## src/rtl/mdu_pkg.sv

```systemverilog
// mdu_pkg: shared constants and types for the multiply/divide unit.
//   MDU_WIDTH     default operand width
//   FUNCT_*       R-type function codes handled by the unit
//   mdu_state_t   sequencer states (IDLE -> RUN -> FIX -> IDLE)
package mdu_pkg;

    localparam int MDU_WIDTH = 32;

    localparam logic [5:0] FUNCT_MFHI  = 6'b010000;
    localparam logic [5:0] FUNCT_MTHI  = 6'b010001;
    localparam logic [5:0] FUNCT_MFLO  = 6'b010010;
    localparam logic [5:0] FUNCT_MTLO  = 6'b010011;
    localparam logic [5:0] FUNCT_MULT  = 6'b011000;
    localparam logic [5:0] FUNCT_MULTU = 6'b011001;
    localparam logic [5:0] FUNCT_DIV   = 6'b011010;
    localparam logic [5:0] FUNCT_DIVU  = 6'b011011;

    typedef enum logic [1:0] {
        IDLE = 2'd0,
        RUN  = 2'd1,
        FIX  = 2'd2
    } mdu_state_t;

endpackage

```

## src/rtl/mdu_div_step.sv

```systemverilog
// mdu_div_step: one combinational restoring-division step.
//   rem_i      partial remainder (always < divisor)
//   dvd_bit_i  next dividend bit, MSB first
//   quo_i      quotient bits developed so far
//   divisor_i  divisor magnitude
//   rem_o      updated remainder
//   quo_o      quotient shifted left with the new bit in the LSB
module mdu_div_step #(
    parameter int WIDTH = 32
) (
    input  logic [WIDTH-1:0] rem_i,
    input  logic             dvd_bit_i,
    input  logic [WIDTH-1:0] quo_i,
    input  logic [WIDTH-1:0] divisor_i,
    output logic [WIDTH-1:0] rem_o,
    output logic [WIDTH-1:0] quo_o
);

    logic [WIDTH:0]   shifted;
    logic [WIDTH+1:0] trial;
    logic             fits;

    always_comb begin
        shifted = {rem_i, dvd_bit_i};
        trial   = {1'b0, shifted} - {2'b00, divisor_i};
        // No borrow means the divisor fits; both candidate remainders are
        // below the divisor, so the top bit can be dropped safely.
        fits    = ~trial[WIDTH+1];
        rem_o   = fits ? trial[WIDTH-1:0] : shifted[WIDTH-1:0];
        quo_o   = {quo_i[WIDTH-2:0], fits};
    end

endmodule

```

## src/rtl/mdu_hilo.sv

```systemverilog
// mdu_hilo: iterative multiply/divide unit with architectural HI/LO.
//   clk, rst        clock and asynchronous active-high reset
//   md_req, start   MD-class instruction present / issue strobe
//   flush           abort in-flight operation, suppress same-cycle issue
//   funct           R-type function code
//   rs_val, rt_val  operands A and B
//   hi, lo          HI/LO registers (no bypass)
//   busy            iteration in progress (registered)
//   done            one-cycle pulse after mult/div wrote HI/LO (registered)
//   stall           busy & md_req (combinational)
module mdu_hilo
    import mdu_pkg::*;
#(
    parameter int WIDTH = MDU_WIDTH
) (
    input  logic             clk,
    input  logic             rst,
    input  logic             md_req,
    input  logic             start,
    input  logic             flush,
    input  logic [5:0]       funct,
    input  logic [WIDTH-1:0] rs_val,
    input  logic [WIDTH-1:0] rt_val,
    output logic [WIDTH-1:0] hi,
    output logic [WIDTH-1:0] lo,
    output logic             busy,
    output logic             done,
    output logic             stall
);

    localparam int CNT_W = $clog2(WIDTH);

    mdu_state_t         state_q;
    logic [CNT_W-1:0]   cnt_q;
    logic [WIDTH-1:0]   a_q, b_q;          // operand magnitudes
    logic [2*WIDTH-1:0] acc_q;             // {hi part, lo part} of the result
    logic               is_div_q, sa_q, sb_q, dz_q;
    logic [WIDTH-1:0]   hi_q, lo_q;
    logic               busy_q, done_q;

    // Decode and issue qualification
    logic is_muldiv, is_unsigned, accept;
    logic [WIDTH-1:0] mag_a_d, mag_b_d;

    always_comb begin
        is_muldiv   = (funct[5:2] == 4'b0110);
        is_unsigned = funct[0];
        accept      = start & md_req & ~busy_q & ~flush & (state_q == IDLE);
        mag_a_d     = (!is_unsigned && rs_val[WIDTH-1]) ? ('0 - rs_val) : rs_val;
        mag_b_d     = (!is_unsigned && rt_val[WIDTH-1]) ? ('0 - rt_val) : rt_val;
    end

    // Multiply step: conditionally add the multiplicand into the upper half,
    // then shift the whole accumulator right; the carry becomes the new MSB.
    logic [WIDTH:0]     mul_upper_d;
    logic [2*WIDTH-1:0] mul_acc_d;

    always_comb begin
        mul_upper_d = {1'b0, acc_q[2*WIDTH-1:WIDTH]} + {1'b0, (b_q[0] ? a_q : '0)};
        mul_acc_d   = {mul_upper_d, acc_q[WIDTH-1:1]};
    end

    // Divide step: remainder in the upper half, quotient in the lower half,
    // dividend bits fed MSB first out of a_q.
    logic [WIDTH-1:0] div_rem_d, div_quo_d;

    mdu_div_step #(.WIDTH(WIDTH)) u_div_step (
        .rem_i     (acc_q[2*WIDTH-1:WIDTH]),
        .dvd_bit_i (a_q[WIDTH-1]),
        .quo_i     (acc_q[WIDTH-1:0]),
        .divisor_i (b_q),
        .rem_o     (div_rem_d),
        .quo_o     (div_quo_d)
    );

    // Sign correction applied on the FIX edge
    logic [2*WIDTH-1:0] prod_d;
    logic [WIDTH-1:0]   fix_hi_d, fix_lo_d, rem_s_d;

    always_comb begin
        prod_d  = (sa_q ^ sb_q) ? ('0 - acc_q) : acc_q;
        // Remainder follows the dividend sign; for divide-by-zero the
        // remainder equals |rs_val|, so this also restores the raw rs_val.
        rem_s_d = sa_q ? ('0 - acc_q[2*WIDTH-1:WIDTH]) : acc_q[2*WIDTH-1:WIDTH];
        if (!is_div_q) begin
            fix_hi_d = prod_d[2*WIDTH-1:WIDTH];
            fix_lo_d = prod_d[WIDTH-1:0];
        end else if (dz_q) begin
            fix_hi_d = rem_s_d;
            fix_lo_d = '1;
        end else begin
            fix_hi_d = rem_s_d;
            fix_lo_d = (sa_q ^ sb_q) ? ('0 - acc_q[WIDTH-1:0]) : acc_q[WIDTH-1:0];
        end
    end

    always_ff @(posedge clk or posedge rst) begin
        if (rst) begin
            state_q  <= IDLE;
            cnt_q    <= '0;
            a_q      <= '0;
            b_q      <= '0;
            acc_q    <= '0;
            is_div_q <= 1'b0;
            sa_q     <= 1'b0;
            sb_q     <= 1'b0;
            dz_q     <= 1'b0;
            hi_q     <= '0;
            lo_q     <= '0;
            busy_q   <= 1'b0;
            done_q   <= 1'b0;
        end else begin
            done_q <= 1'b0;
            case (state_q)
                IDLE: begin
                    if (accept) begin
                        if (is_muldiv) begin
                            a_q      <= mag_a_d;
                            b_q      <= mag_b_d;
                            acc_q    <= '0;
                            is_div_q <= funct[1];
                            sa_q     <= ~is_unsigned & rs_val[WIDTH-1];
                            sb_q     <= ~is_unsigned & rt_val[WIDTH-1];
                            dz_q     <= (rt_val == '0);
                            cnt_q    <= '0;
                            busy_q   <= 1'b1;
                            state_q  <= RUN;
                        end else if (funct == FUNCT_MTHI) begin
                            hi_q <= rs_val;
                        end else if (funct == FUNCT_MTLO) begin
                            lo_q <= rs_val;
                        end
                    end
                end
                RUN: begin
                    if (flush) begin
                        busy_q  <= 1'b0;
                        state_q <= IDLE;
                    end else begin
                        if (is_div_q) begin
                            acc_q <= {div_rem_d, div_quo_d};
                            a_q   <= a_q << 1;
                        end else begin
                            acc_q <= mul_acc_d;
                            b_q   <= b_q >> 1;
                        end
                        cnt_q <= cnt_q + 1'b1;
                        if (cnt_q == CNT_W'(WIDTH - 1)) begin
                            state_q <= FIX;
                        end
                    end
                end
                FIX: begin
                    busy_q  <= 1'b0;
                    state_q <= IDLE;
                    if (!flush) begin
                        hi_q   <= fix_hi_d;
                        lo_q   <= fix_lo_d;
                        done_q <= 1'b1;
                    end
                end
                default: begin
                    busy_q  <= 1'b0;
                    state_q <= IDLE;
                end
            endcase
        end
    end

    assign hi    = hi_q;
    assign lo    = lo_q;
    assign busy  = busy_q;
    assign done  = done_q;
    assign stall = busy_q & md_req;

endmodule

```

## config.mk

```make
export PLATFORM = sky130hd
export DESIGN_NAME = mdu_hilo
export DESIGN_NICKNAME = d
export VERILOG_FILES = /design/src/rtl/mdu_pkg.sv /design/src/rtl/mdu_div_step.sv /design/src/rtl/mdu_hilo.sv
export SDC_FILE = /design/constraint.sdc
export NUM_CORES = 1
export LEC_CHECK = 0
export ABC_AREA = 0
export ABC_CLOCK_PERIOD_IN_PS = 19300
export CELL_PAD_IN_SITES_DETAIL_PLACEMENT = 1
export CELL_PAD_IN_SITES_GLOBAL_PLACEMENT = 1
export CORE_ASPECT_RATIO = 1.1
export CORE_UTILIZATION = 40
export DETAILED_ROUTE_END_ITERATION = 8
export PLACE_DENSITY = 0.85
export SYNTH_ARGS = -nofsm -noshare
export SYNTH_HDL_FRONTEND = slang
export SYNTH_SLANG_ARGS = --single-unit
```

## constraint.sdc

```tcl
create_clock -name clk -period 19.3 [get_ports clk]
set_input_delay 3.86 -clock clk [delete_from_list [all_inputs] [get_ports clk]]
set_output_delay 3.86 -clock clk [all_outputs]
set_load 0.02 [all_outputs]
```

==> impl_metrics.toml <==
[worst_setup_path]
cp.arrival_ns = 5.07
worstSetupEndpointType = "output pin"
path_max_fanout = 2
path_class = "in -> out"
crit_path_start_kind = "input pin"
required_ns = 15.44

[logic_synthesis]
synthTopCellsByArea = "dfrtp_1 (32%), o21ai_0 (7.5%), nand2_1 (6.6%)"
synth_flop_cell = "dfrtp_1"
ys_seq_elements = 205
avgSynthCellArea_um2 = 7.78
synth.largest_area_cell = "dfrtp_1"
synth_edf_count = 0
synth_cell_types = 74
ys_warn_count = 0
synth_common_cells = "nand2_1 (280), o21ai_0 (239), dfrtp_1 (205), a21oi_1 (195), nor2_1 (188)"
synthesis.area_mm2 = 0.0159
synth_most_common_cell = "nand2_1"
async_flop_share_pct = 100
synthCells = 2049
syn_nets = 2197
synth_seq_area_share_pct = 32.2
synthDominantCellAreaShare_pct = 32.2

[drt]
ant_nets = 0
viasPerCell = 5.93
dr.pass1.iters = 5
wl_per_cell_um = 20.9
num_vias = 15600
dr.first_iter.drc_count = 1101
drcViolationCount = 0
wl_um = 55000

[final_layout]
final_cell_area_mm2 = 0.0185
area_growth_pct = 16.3
nFillCells = 4818
stdcell_count = 2639
antennaDiodeCount = 0
nets = 2265
drive_gt1_share_pct = 4.22

[die]
dieHeight_um = 211
die_area_mm2 = 0.0407
ioPinCount = 142
core_area_mm2 = 0.0392
rows = 76
die_w_um = 192
initial_core_util_pct = 40.7

[timing]
rsz0062_at_grt = "false"
period_share_pct = 46.3
max-slew-margin-rel_pct = 20.9
max_freq_mhz = 112
setup_ws_ns = 10.37
tightest_slew_ns = 1.18
setup_viol = 0
setup_tns_ns = 0
drv_slew = 0
finClkSkew_ns = 0.00956
period_minus_slack_ns = 8.93
hold_violations = 0

[power_and_ir_drop]
leakage_nw = 7.60
clockPowerShare_pct = 35.1
pwr-share-seq_pct = 37.3
swShare_pct = 34.4
total_power_mw = 1.34
power_switching_mw = 0.462
max-vdd-ir-drop_mv = 0.0527
intPower_mw = 0.882
p_per_area_mw_per_mm2 = 72.5
p_comb_share_pct = 27.6

[place]
port-buffer-count = 141
hpwl_um = 41500
place_inst = 2597
routabilityCongestion = 0.916
pre_cts_slack_ns = 10.36
placed_cell_area_mm2 = 0.0178

[clock_tree]
htree_levels = 1
cts.clk_slew.worst_paths_ns = 0.05
root_buffer = "clkbuf_16"
cts_buffer_depth = 3
cts_setup_buffers = 0
clkSinkCount = 205
ctsHoldBuffers = 0
clk_latency_ns = 0.56
ctsResizeCount = 0
cts_buffers = 25
cts_tree = "yes"

[run_status]
status = "complete, no violations"

[flow_run]
max_cap_violations = 0

[grt]
grt_overflow_total = 0
grt_max_degree = 134
antenna_found_initial = 0
first_global_vias = 15900
grt_pass1_wl_um = 87500
gr-usage-all-layers_pct = 27.1

[hold_path]
hp-class = "reg -> reg"
[power by group through the flow]
stage                     combinational [mW]  clock, mW  sequential (mW)
after floorplan                        0.264          0            0.490
after global placement                 0.354          0            0.505
after detailed placement               0.368          0            0.507
after CTS                              0.371      0.480            0.500
after global routing                   0.411      0.491            0.505
final                                  0.371      0.471            0.501
[final cells by class]
type                            instances  area (µm²)  area share (%)
Sequential cell                       205        5130            27.7
Inverter                               66         255            1.38
Clock inverter                          6        63.8           0.344
Tap cell                              507         634            3.42
Timing Repair Buffer                  160        1550            8.38
Multi-Input combinational cell       1659       10200            54.9
Clock buffer                           36         727            3.92
[path summary, 6_finish.rpt]
check	startpoint	slack, ns	to	cells past startpoint
max in group asynchronous	rst	13.85	b_q[4]	3
setup / recovery	md_req	10.37	stall	3
min in group asynchronous	rst	3.92	acc_q[24]	2
hold / removal	b_q[3]	0.47	b_q[3]	2
hold reg to reg	b_q[3]	0.47	b_q[3]	2
setup reg to reg	b_q[0]	15.42	acc_q[61]	14
[metal layers]
metal | up-vias | track usage, % | routed length (µm)
li1 | 7422 | - | -
met1 | 7673 | 35.8 | 24400
met2 | 439 | 45.3 | 25700
met3 | 112 | 2.02 | 2540
met4 | 0 | 12.1 | 2430
met5 | - | 0 | 0
[flip-flops by register name, indices dropped and copies added (netlist names)]
register  cells
a_q          32
b_q          32
sb_q          1
lo           32
cnt_q         5
sa_q          1
dz_q          1
busy          1
state_q       2
hi           32
is_div_q      1
done          1
acc_q        64
[through the flow]
stage	utilization (%)	hold slack [ns]
floorplan	-	0.439
global placement	45.3	0.452
detailed placement	45.3	0.465
CTS	47.3	0.478
global route	47.3	0.494
finish	47.3	0.474
[worst max-delay path: stages]
cell and delay (ns):
clkdlybuf4s50_1 0.48, and2_1 0.13, clkdlybuf4s50_1 0.60
[placed cells by master, fill, tap and decap left out, drive strengths merged, types with 33 or more instances in the layout]
master / count
a21oi: 197
and2: 40
clkbuf: 36
clkdlybuf4s50: 141
dfrtp: 205
ha: 71
inv: 67
mux2i: 42
nand2: 280
nor2: 189
nor3: 39
o21ai: 242
o22ai: 33
o31ai: 50
xnor2: 102
xor2: 66
[cell families (layout without fill, tap and decap cells)]
| logic type | Yosys count | after routing | share of synthesized area (%) |
|---|---|---|---|
| flops | 205 | 205 | 32.2 |
| xor+xnor | 168 | 168 | 9.23 |
| simple gates | 696 | 696 | 20.2 |
| compound gates | 680 | 680 | 25.4 |
| fa+ha+maj | 73 | 73 | 5.82 |
| mux | 42 | 42 | 2.64 |
| buf+inv | 185 | 268 | 4.49 |
Power figures use the tool's default switching activity.
